--- config.mk ---
export PLATFORM = sky130hd
export DESIGN_NAME = alu_issue_ctrl
export DESIGN_NICKNAME = d
export VERILOG_FILES = /design/src/rtl/alu_issue_ctrl.sv
export SDC_FILE = /design/constraint.sdc
export NUM_CORES = 1
export LEC_CHECK = 0
export BUFFER_PORTS_ARGS = -buffer_cell sky130_fd_sc_hd__buf_2
export CORE_MARGIN = 2
export CORE_UTILIZATION = 54
export CTS_BUF_LIST = sky130_fd_sc_hd__clkbuf_4 sky130_fd_sc_hd__clkbuf_8 sky130_fd_sc_hd__clkbuf_16
export DETAILED_ROUTE_END_ITERATION = 10
export GPL_ROUTABILITY_DRIVEN = 1
export MAX_ROUTING_LAYER = met4
export PLACE_DENSITY = 0.8
export SLEW_MARGIN = 20
export SYNTH_ARGS = -nofsm -noshare
export SYNTH_HDL_FRONTEND = slang
export SYNTH_SLANG_ARGS = --single-unit
--- constraint.sdc ---
create_clock -name clk -period 2.5 [get_ports clk]
set_clock_uncertainty 0.15 [all_clocks]
set_input_delay 0.375 -clock clk [delete_from_list [all_inputs] [get_ports clk]]
set_output_delay 0.375 -clock clk [all_outputs]
set_load 0.05 [all_outputs]
--- src/rtl/alu_issue_ctrl.sv ---
// ---------------------------------------------------------------------------
// alu_issue_ctrl
//
// Sequential front-end for the 16-bit lookahead ALU. It accepts one command
// at a time over a valid/ready handshake, reads its operands from an internal
// register file, and drives the ALU function select, operands and carry-in
// from registers. The ALU result is written back to a destination register.
// Multi-bit shifts are built by feeding the ALU's single-bit shift result
// back into operand A once per cycle.
//
// Ports:
//   clk, rst_n                  clock, asynchronous active-low reset
//   cmd_valid / cmd_ready       command handshake (ready == block idle)
//   cmd_op, cmd_rd, cmd_ra,
//   cmd_rb, cmd_amt             opcode, dest/src registers, shift count
//   wr_en, wr_addr, wr_data     host register write (honoured only when idle)
//   rd_addr / rd_data           combinational host register read
//   alu_fs, alu_a, alu_b,
//   alu_cin                     registered ALU inputs
//   alu_f, alu_cout             ALU result and carry-out
//   done, err                   retire pulse, illegal-op pulse
//   carry                       sticky carry from the arithmetic ops
// ---------------------------------------------------------------------------
module alu_issue_ctrl #(
    parameter int WIDTH = 16,
    parameter int NREG  = 8
) (
    input  logic             clk,
    input  logic             rst_n,
    input  logic             cmd_valid,
    output logic             cmd_ready,
    input  logic [3:0]       cmd_op,
    input  logic [2:0]       cmd_rd,
    input  logic [2:0]       cmd_ra,
    input  logic [2:0]       cmd_rb,
    input  logic [3:0]       cmd_amt,
    input  logic             wr_en,
    input  logic [2:0]       wr_addr,
    input  logic [WIDTH-1:0] wr_data,
    input  logic [2:0]       rd_addr,
    output logic [WIDTH-1:0] rd_data,
    output logic [4:0]       alu_fs,
    output logic [WIDTH-1:0] alu_a,
    output logic [WIDTH-1:0] alu_b,
    output logic             alu_cin,
    input  logic [WIDTH-1:0] alu_f,
    input  logic             alu_cout,
    output logic             done,
    output logic             err,
    output logic             carry
);

    localparam logic [1:0] ST_IDLE = 2'd0;
    localparam logic [1:0] ST_EXEC = 2'd1;
    localparam logic [1:0] ST_ERR  = 2'd2;

    typedef struct packed {
        logic       legal;
        logic       arith;
        logic       shift;
        logic       cin;
        logic [4:0] fs;
    } dec_t;

    // Opcode to ALU function-select / carry-in map.
    function automatic dec_t decode(input logic [3:0] op);
        dec_t d;
        d = '{legal: 1'b1, arith: 1'b0, shift: 1'b0, cin: 1'b0, fs: 5'b00000};
        case (op)
            4'd0:    begin d.fs = 5'b10000; d.cin = 1'b1; d.arith = 1'b1; end
            4'd1:    begin d.fs = 5'b10100;               d.arith = 1'b1; end
            4'd2:    begin d.fs = 5'b10110; d.cin = 1'b1; d.arith = 1'b1; end
            4'd3:    begin d.fs = 5'b10010;               d.arith = 1'b1; end
            4'd4:    begin d.fs = 5'b10001; d.cin = 1'b1; d.arith = 1'b1; end
            4'd5:    d.fs = 5'b00000;
            4'd6:    d.fs = 5'b01100;
            4'd7:    d.fs = 5'b00011;
            4'd8:    d.fs = 5'b01000;
            4'd9:    d.fs = 5'b01110;
            4'd10:   d.fs = 5'b00110;
            4'd11:   d.fs = 5'b01111;
            4'd12:   begin d.fs = 5'b11000; d.shift = 1'b1; end
            4'd13:   begin d.fs = 5'b11001; d.shift = 1'b1; end
            default: d.legal = 1'b0;
        endcase
        return d;
    endfunction

    logic [1:0]       state_q,   state_d;
    logic [3:0]       op_q,      op_d;
    logic [2:0]       rd_q,      rd_d;
    logic [3:0]       cnt_q,     cnt_d;
    logic [4:0]       alu_fs_q,  alu_fs_d;
    logic [WIDTH-1:0] alu_a_q,   alu_a_d;
    logic [WIDTH-1:0] alu_b_q,   alu_b_d;
    logic             alu_cin_q, alu_cin_d;
    logic             done_q,    done_d;
    logic             err_q,     err_d;
    logic             carry_q,   carry_d;
    logic [WIDTH-1:0] regs_q [NREG];
    logic [WIDTH-1:0] regs_d [NREG];

    dec_t cmd_dec;
    dec_t exec_dec;

    assign cmd_dec  = decode(cmd_op);
    assign exec_dec = decode(op_q);

    // alu_a_q doubles as the accumulator: during a multi-bit shift each
    // partial result is fed straight back into operand A. cnt_q holds the
    // number of ALU passes still to go, including the one on the ALU now,
    // so a count of 1 means the current ALU result is final.
    always_comb begin
        state_d   = state_q;
        op_d      = op_q;
        rd_d      = rd_q;
        cnt_d     = cnt_q;
        alu_fs_d  = alu_fs_q;
        alu_a_d   = alu_a_q;
        alu_b_d   = alu_b_q;
        alu_cin_d = alu_cin_q;
        carry_d   = carry_q;
        done_d    = 1'b0;
        err_d     = 1'b0;
        regs_d    = regs_q;

        case (state_q)
            ST_IDLE: begin
                if (wr_en) begin
                    regs_d[wr_addr] = wr_data;
                end
                if (cmd_valid) begin
                    op_d = cmd_op;
                    rd_d = cmd_rd;
                    if (cmd_dec.legal) begin
                        alu_a_d   = regs_q[cmd_ra];
                        alu_b_d   = regs_q[cmd_rb];
                        alu_fs_d  = cmd_dec.fs;
                        alu_cin_d = cmd_dec.cin;
                        cnt_d     = (cmd_dec.shift && cmd_amt != 4'd0) ? cmd_amt : 4'd1;
                        state_d   = ST_EXEC;
                    end else begin
                        state_d = ST_ERR;
                    end
                end
            end
            ST_EXEC: begin
                if (cnt_q <= 4'd1) begin
                    regs_d[rd_q] = alu_f;
                    if (exec_dec.arith) begin
                        carry_d = alu_cout;
                    end
                    done_d  = 1'b1;
                    state_d = ST_IDLE;
                end else begin
                    alu_a_d = alu_f;
                    cnt_d   = cnt_q - 4'd1;
                end
            end
            ST_ERR: begin
                done_d  = 1'b1;
                err_d   = 1'b1;
                state_d = ST_IDLE;
            end
            default: state_d = ST_IDLE;
        endcase
    end

    always_ff @(posedge clk or negedge rst_n) begin
        if (!rst_n) begin
            state_q   <= ST_IDLE;
            op_q      <= '0;
            rd_q      <= '0;
            cnt_q     <= '0;
            alu_fs_q  <= '0;
            alu_a_q   <= '0;
            alu_b_q   <= '0;
            alu_cin_q <= 1'b0;
            done_q    <= 1'b0;
            err_q     <= 1'b0;
            carry_q   <= 1'b0;
            for (int i = 0; i < NREG; i++) begin
                regs_q[i] <= '0;
            end
        end else begin
            state_q   <= state_d;
            op_q      <= op_d;
            rd_q      <= rd_d;
            cnt_q     <= cnt_d;
            alu_fs_q  <= alu_fs_d;
            alu_a_q   <= alu_a_d;
            alu_b_q   <= alu_b_d;
            alu_cin_q <= alu_cin_d;
            done_q    <= done_d;
            err_q     <= err_d;
            carry_q   <= carry_d;
            regs_q    <= regs_d;
        end
    end

    assign cmd_ready = (state_q == ST_IDLE);
    assign rd_data   = regs_q[rd_addr];
    assign alu_fs    = alu_fs_q;
    assign alu_a     = alu_a_q;
    assign alu_b     = alu_b_q;
    assign alu_cin   = alu_cin_q;
    assign done      = done_q;
    assign err       = err_q;
    assign carry     = carry_q;

endmodule
# [Word level (Yosys, flattened, before mapping)]
# Cells that the tools add are included.
[word_totals] register_bits=182 wordCells=114 output_inout_bits=58
[classes] n_addsub=1 bitwise_logic=5 eq_ne=24 mux=39 magnitude_cmp=8 n_reduce_logical=18
[ops] operator="128-bit bitwise mux" n=2
[ops] operator="128-bit two-way mux" n=2
[ops] operator="128-bit one-hot mux with 2 select lines" n=1
[ops] operator="16-bit two-way mux" n=11
[ops] operator="16-bit binary-select mux with 3-bit select" n=3
[ops] operator="16-bit demux with 3-bit select" n=2
[ops] operator="5-bit one-hot mux with 13 select lines" n=1
[ops] operator="16-bit one-hot mux with 2 select lines" n=1
[ops] operator="4-bit == test, second input constant" n=6
[ops] operator="4-bit by 3-bit == test with 1-bit output, second input constant" n=5
[ops] operator="4-bit >= comparator, second input constant" n=5
[ops] operator="3-bit inverter with 4-bit output" n=5
[ops] operator="4-bit by 2-bit == test with 1-bit output, second input constant" n=4
[ops] operator="4-bit two-way mux" n=4
[ops] operator="14-bit OR reduction" n=1
[ops] operator="3-bit AND reduction" n=3
[ops] operator="4-bit by 1-bit == test with 1-bit output, second input constant" n=2
[ops] operator="4-bit logical NOT" n=2
[ops] operator="4-bit by 1-bit < comparator with 1-bit output, second input constant" n=2
[ops] operator="4-bit one-hot mux with 2 select lines" n=1
[ops] operator="1-bit two-way mux" n=6
[ops] operator="2-bit two-way mux" n=3
[ops] operator="2-bit inequality test, second input constant" n=3
[ops] operator="5-bit OR reduction" n=1
[ops] operator="15 further kinds" n=19

# [Longest topological paths before layout]
[depth] ltp_word=8 ltp_mapped=8 mapped_depth_nobuf=6

# [Least setup slack after synthesis]
# No wires, ideal clock.
[synth_timing] path_kind="reg-to-reg" startpoint="register state_q[1]" endpoint="register regs_q[102] (netlist name)" synth_period_minus_slack_ps=2836 n_path_buf=2 required_ps=2225 path_stages_with_launch=9 path_slack_ps=-336 arrival_ps=2561 setup_time_ps=125 cell_sequence="dfrtp_1 -> inv_1 -> ha_1 -> and3b_1 -> clkbuf_1 -> nand3_1 -> a21oi_1 -> buf_4 -> mux2_2"
[synth_via] elab_chain_len=3 elab_cells_between_ends=7
[synth_lines] item="start, declared" line_no="89" rtl="logic [1:0] state_q, state_d;"
[synth_lines] item="start signal, assigned" line_no="186" rtl="state_q <= state_d;"
[synth_lines] item="2-bit logical NOT *"
[synth_lines] item="via cmd_ready" line_no="31" rtl="output logic cmd_ready,"
[synth_lines] item="2-bit by 1-bit inequality test with 1-bit output (no line) or 2-bit nonzero test (tied branches)"
[synth_lines] item="3-bit AND reduction (no line)"
[synth_lines] item="end signal, assigned" line_no="197" rtl="regs_q <= regs_d;"
[synth_lines] item="end, declared" line_no="100" rtl="logic [WIDTH-1:0] regs_q [NREG];"
# Mark *: on every way through the listed nets, which the timed path passes. The rest lies on a longest branch.
# A chain may end at the register's enable or synchronous reset.

# [Worst setup path after layout]
[layout_timing] startpoint="register state_q[1]" endpoint="register regs_q[38] (netlist name)"
[layout_via] elab_chain_len=3 elab_cells_between_ends=7
[layout_lines] item="2-bit by 1-bit == test with 1-bit output or 2-bit logical NOT (tied branches)" line_no="127" rtl="case (state_q)"
[layout_lines] item="2-bit inequality test (no line), or another cell as far along"
[layout_lines] item="3-bit AND reduction (no line)"
# Several ways; a longest one is shown, not always the timed one.

==> flow_metrics.env <==
export IMPL_combPwrFrac=0.483
export IMPL_critPathTopFamily="simple AND/OR/NAND/NOR gates"
export IMPL_drive_gt1_frac=0.471
export IMPL_grt_total_usage=0.343
export IMPL_place_ws_ns=0.0246
export IMPL_max_freq_mhz=409
export IMPL_worst_pin_slew_ns=0.625
export IMPL_synthCells=915
export IMPL_avgSynthCellArea_um2=12.6
export IMPL_grt_pass1_vias=9571
export IMPL_drc=0
export IMPL_seq_power_share=0.335
export IMPL_synth_distinct_cells=52
export IMPL_clk_path_buf_depth=2
export IMPL_crit_start="state_q[1]"
export IMPL_p_leak_nw=5.97
export IMPL_path_cells="inv_1 -> ha_2 -> inv_2 -> or3b_2 -> a21oi_4 -> buf_4 -> mux2_2"
export IMPL_relSlewSlack=0.579
export IMPL_cts_made_buffers=17
export IMPL_nNetsFinal=1105
export IMPL_max_stage_delay_ns=0.52
export IMPL_final_common_cell="dfrtp_1"
export IMPL_p_int_w=0.00827
export IMPL_antenna_found_initial=0
export IMPL_worstPathRequired_ns=2.68
export IMPL_routed_wirelength_mm=37.0
export IMPL_vias_per_cell=7.31
export IMPL_netlist_area_mm2=0.0115
export IMPL_first_iter_violations=1370
export IMPL_rsz0062_at_grt="no"
export IMPL_clock_sink_count=182
export IMPL_dp_hpwl_mm=24.0
export IMPL_powerDensity_mw_per_mm2=1100
export IMPL_die_h_um=150
export IMPL_die_area_mm2=0.0225
export IMPL_finalHoldViolCount=0
export IMPL_synth_edf_count=0
export IMPL_min_period_over_period=0.978
export IMPL_cts_tree="yes"
export IMPL_cp_slowest_cell="or3b_2"
export IMPL_portBuffers=117
export IMPL_crit_end="regs_q[38]"
export IMPL_num_vias=9710
export IMPL_ant_nets=0
export IMPL_clk_pin_slew_ns=0.07
export IMPL_ys_seq_area_frac=0.396
export IMPL_start_kind="flip-flop"
export IMPL_cts_htree_levels=4
export IMPL_mostFrequentLayoutCells="182 x dfrtp_1, 139 x mux2_2, 118 x o22ai_1"
export IMPL_peakVddDrop_uv=612
export IMPL_hold_class="in -> reg"
export IMPL_initial_core_util=0.549
export IMPL_grt_pass1_wl_mm=56.2
export IMPL_clockPowerShare=0.182
export IMPL_clkLatencyLatePin_ns=0.45
export IMPL_setup_viol=0
export IMPL_wl_per_cell_um=27.9
export IMPL_antenna_cells=0
export IMPL_ff2ff_path_depth=7
export IMPL_rows=53
export IMPL_layout_setup_ws_ns=0.0546
export IMPL_core_area_mm2=0.0210
export IMPL_finalSetupTns_ns=0
export IMPL_syn_to_final_growth_pct=16.7
export IMPL_yosys_warnings=0
export IMPL_worstReg2RegStart="state_q[1]"
export IMPL_path_depth=7
export IMPL_drv_slew=0
export IMPL_swShare=0.438
export IMPL_critPathCaptureType="flip-flop"
export IMPL_r2r_slack_ns=0.05
export IMPL_finalCriticalPeriod_ns=2.45
export IMPL_path_class="reg -> reg"
export IMPL_die_x_um=150
export IMPL_dr_pass1_iters=8
export IMPL_cp_max_fo=13
export IMPL_syn_nets=980
export IMPL_crit_arrival_ns=2.63
export IMPL_critPathBufInv=3
export IMPL_grt_overflow=0
export IMPL_gp_congestion=0.958
export IMPL_grt_max_degree=49
export IMPL_run_status="completed"
export IMPL_synthArstFlopShare=1.00
export IMPL_clock_root_buffer="clkbuf_16"
export IMPL_timing_rr_end="regs_q[38]"
export IMPL_netSwitchingPower_w=0.00646
export IMPL_max_cap_violations=0
export IMPL_num_io_pins=118
export IMPL_ys_ff_latch=182
export IMPL_ys_flop_type="dfrtp_1"
-- worst reg2reg max path, delay by kind of cell, from the launching register on --
kind                     cells  cell delay, ns
adder cells (fa/ha/maj)      1            0.22
AND/OR/NAND/NOR              1            0.52
multiplexers                 1            0.37
AO/OA/AOI/OAI                1            0.16
flip-flops                   1            0.40
buffers and inverters        3            0.50
-- metrics by stage --
stage	instance area [µm²]	hold WS, ns	utilization	total power, W	std cells
2_1_floorplan	11500	-0.0706	-	0.00968	915
3_3_place_gp	12800	0.217	0.611	0.0116	1291
3_5_place_dp	12800	0.221	0.611	0.0118	1291
4_1_cts	13400	0.00891	0.639	0.0145	1327
5_1_grt	13400	0.0218	0.640	0.0152	1328
6_report	13400	0.0149	0.640	0.0147	1328
-- cell usage after synthesis (all sizes together), types with 12 or more instances --
cell type  count  area (µm²)
o21ai         39         195
clkbuf        56         210
a21oi         14         126
dfrtp        182        4550
nand2         78         293
nor2          12        45.0
mux2i         33         330
mux4          96        2160
mux2         161        1890
a32o          17         170
o22ai        118         738
buf           28         190
-- layer usage --
layer  track usage  part of all wire  up-vias
met1         0.439              0.36     4804
met5             -                 0        -
li1              -                 -     3897
met4         0.150             0.046        0
met2         0.513              0.46      837
met3        0.0994              0.13      172
-- what timing repair did --
| action | in CTS | in global routing |
|---|---|---|
| setup endpoints to repair | 0 | 104 |
| gates resized for setup | 0 | 2 |
| endpoints found under the hold margin | 45 | 0 |
| setup buffers | 0 | 0 |
| hold buffers | 4 | 0 |
-- how the worst min path moves through the flow --
| stage | startpoint | end | cells after the start |
|---|---|---|---|
| 2_1_floorplan | rst_n | alu_a[0] | 0 |
| 3_3_place_gp | rst_n | regs_q[51] | 1 |
| 3_5_place_dp | rst_n | regs_q[51] | 1 |
| 4_1_cts | alu_cout | carry | 2 |
| 5_1_grt | alu_cout | carry | 2 |
| 6_report | alu_cout | carry | 2 |
-- logic make-up (layout without fill, tap and decap cells) --
kind of cell             after synthesis  after routing  synth area share
multiplexers                         290            290             0.381
AO/OA/AOI/OAI                        204            204             0.119
flip-flops                           182            182             0.396
AND/OR/NAND/NOR                      140            140            0.0604
buffers and inverters                 93            231            0.0378
adder cells (fa/ha/maj)                5              5           0.00544
XOR/XNOR                               1              1          0.000762
-- flip-flops by register name (all words and copies together), names as in the netlist --
name	cells
alu_fs	5
state_q	2
alu_cin	1
alu_a	16
done	1
op_q	4
err	1
rd_q	3
carry	1
regs_q	128
cnt_q	4
alu_b	16
-- layout make-up --
class	count	area [µm²]
Fill cell	1574	7540
Multi-Input combinational cell	640	6550
Sequential cell	182	4550
Timing Repair Buffer	190	1370
Clock buffer	18	439
Tap cell	275	344
Clock inverter	14	126
Inverter	9	33.8
-- power groups by stage --
stage	combinational, W	clock (W)	sequential (W)
floorplan	0.00426	0	0.00542
global placement	0.00677	0	0.00481
detailed placement	0.00694	0	0.00490
CTS	0.00700	0.00266	0.00487
global route	0.00742	0.00279	0.00503
finish	0.00711	0.00268	0.00493
No activity file was read; power rests on OpenSTA's default activity.
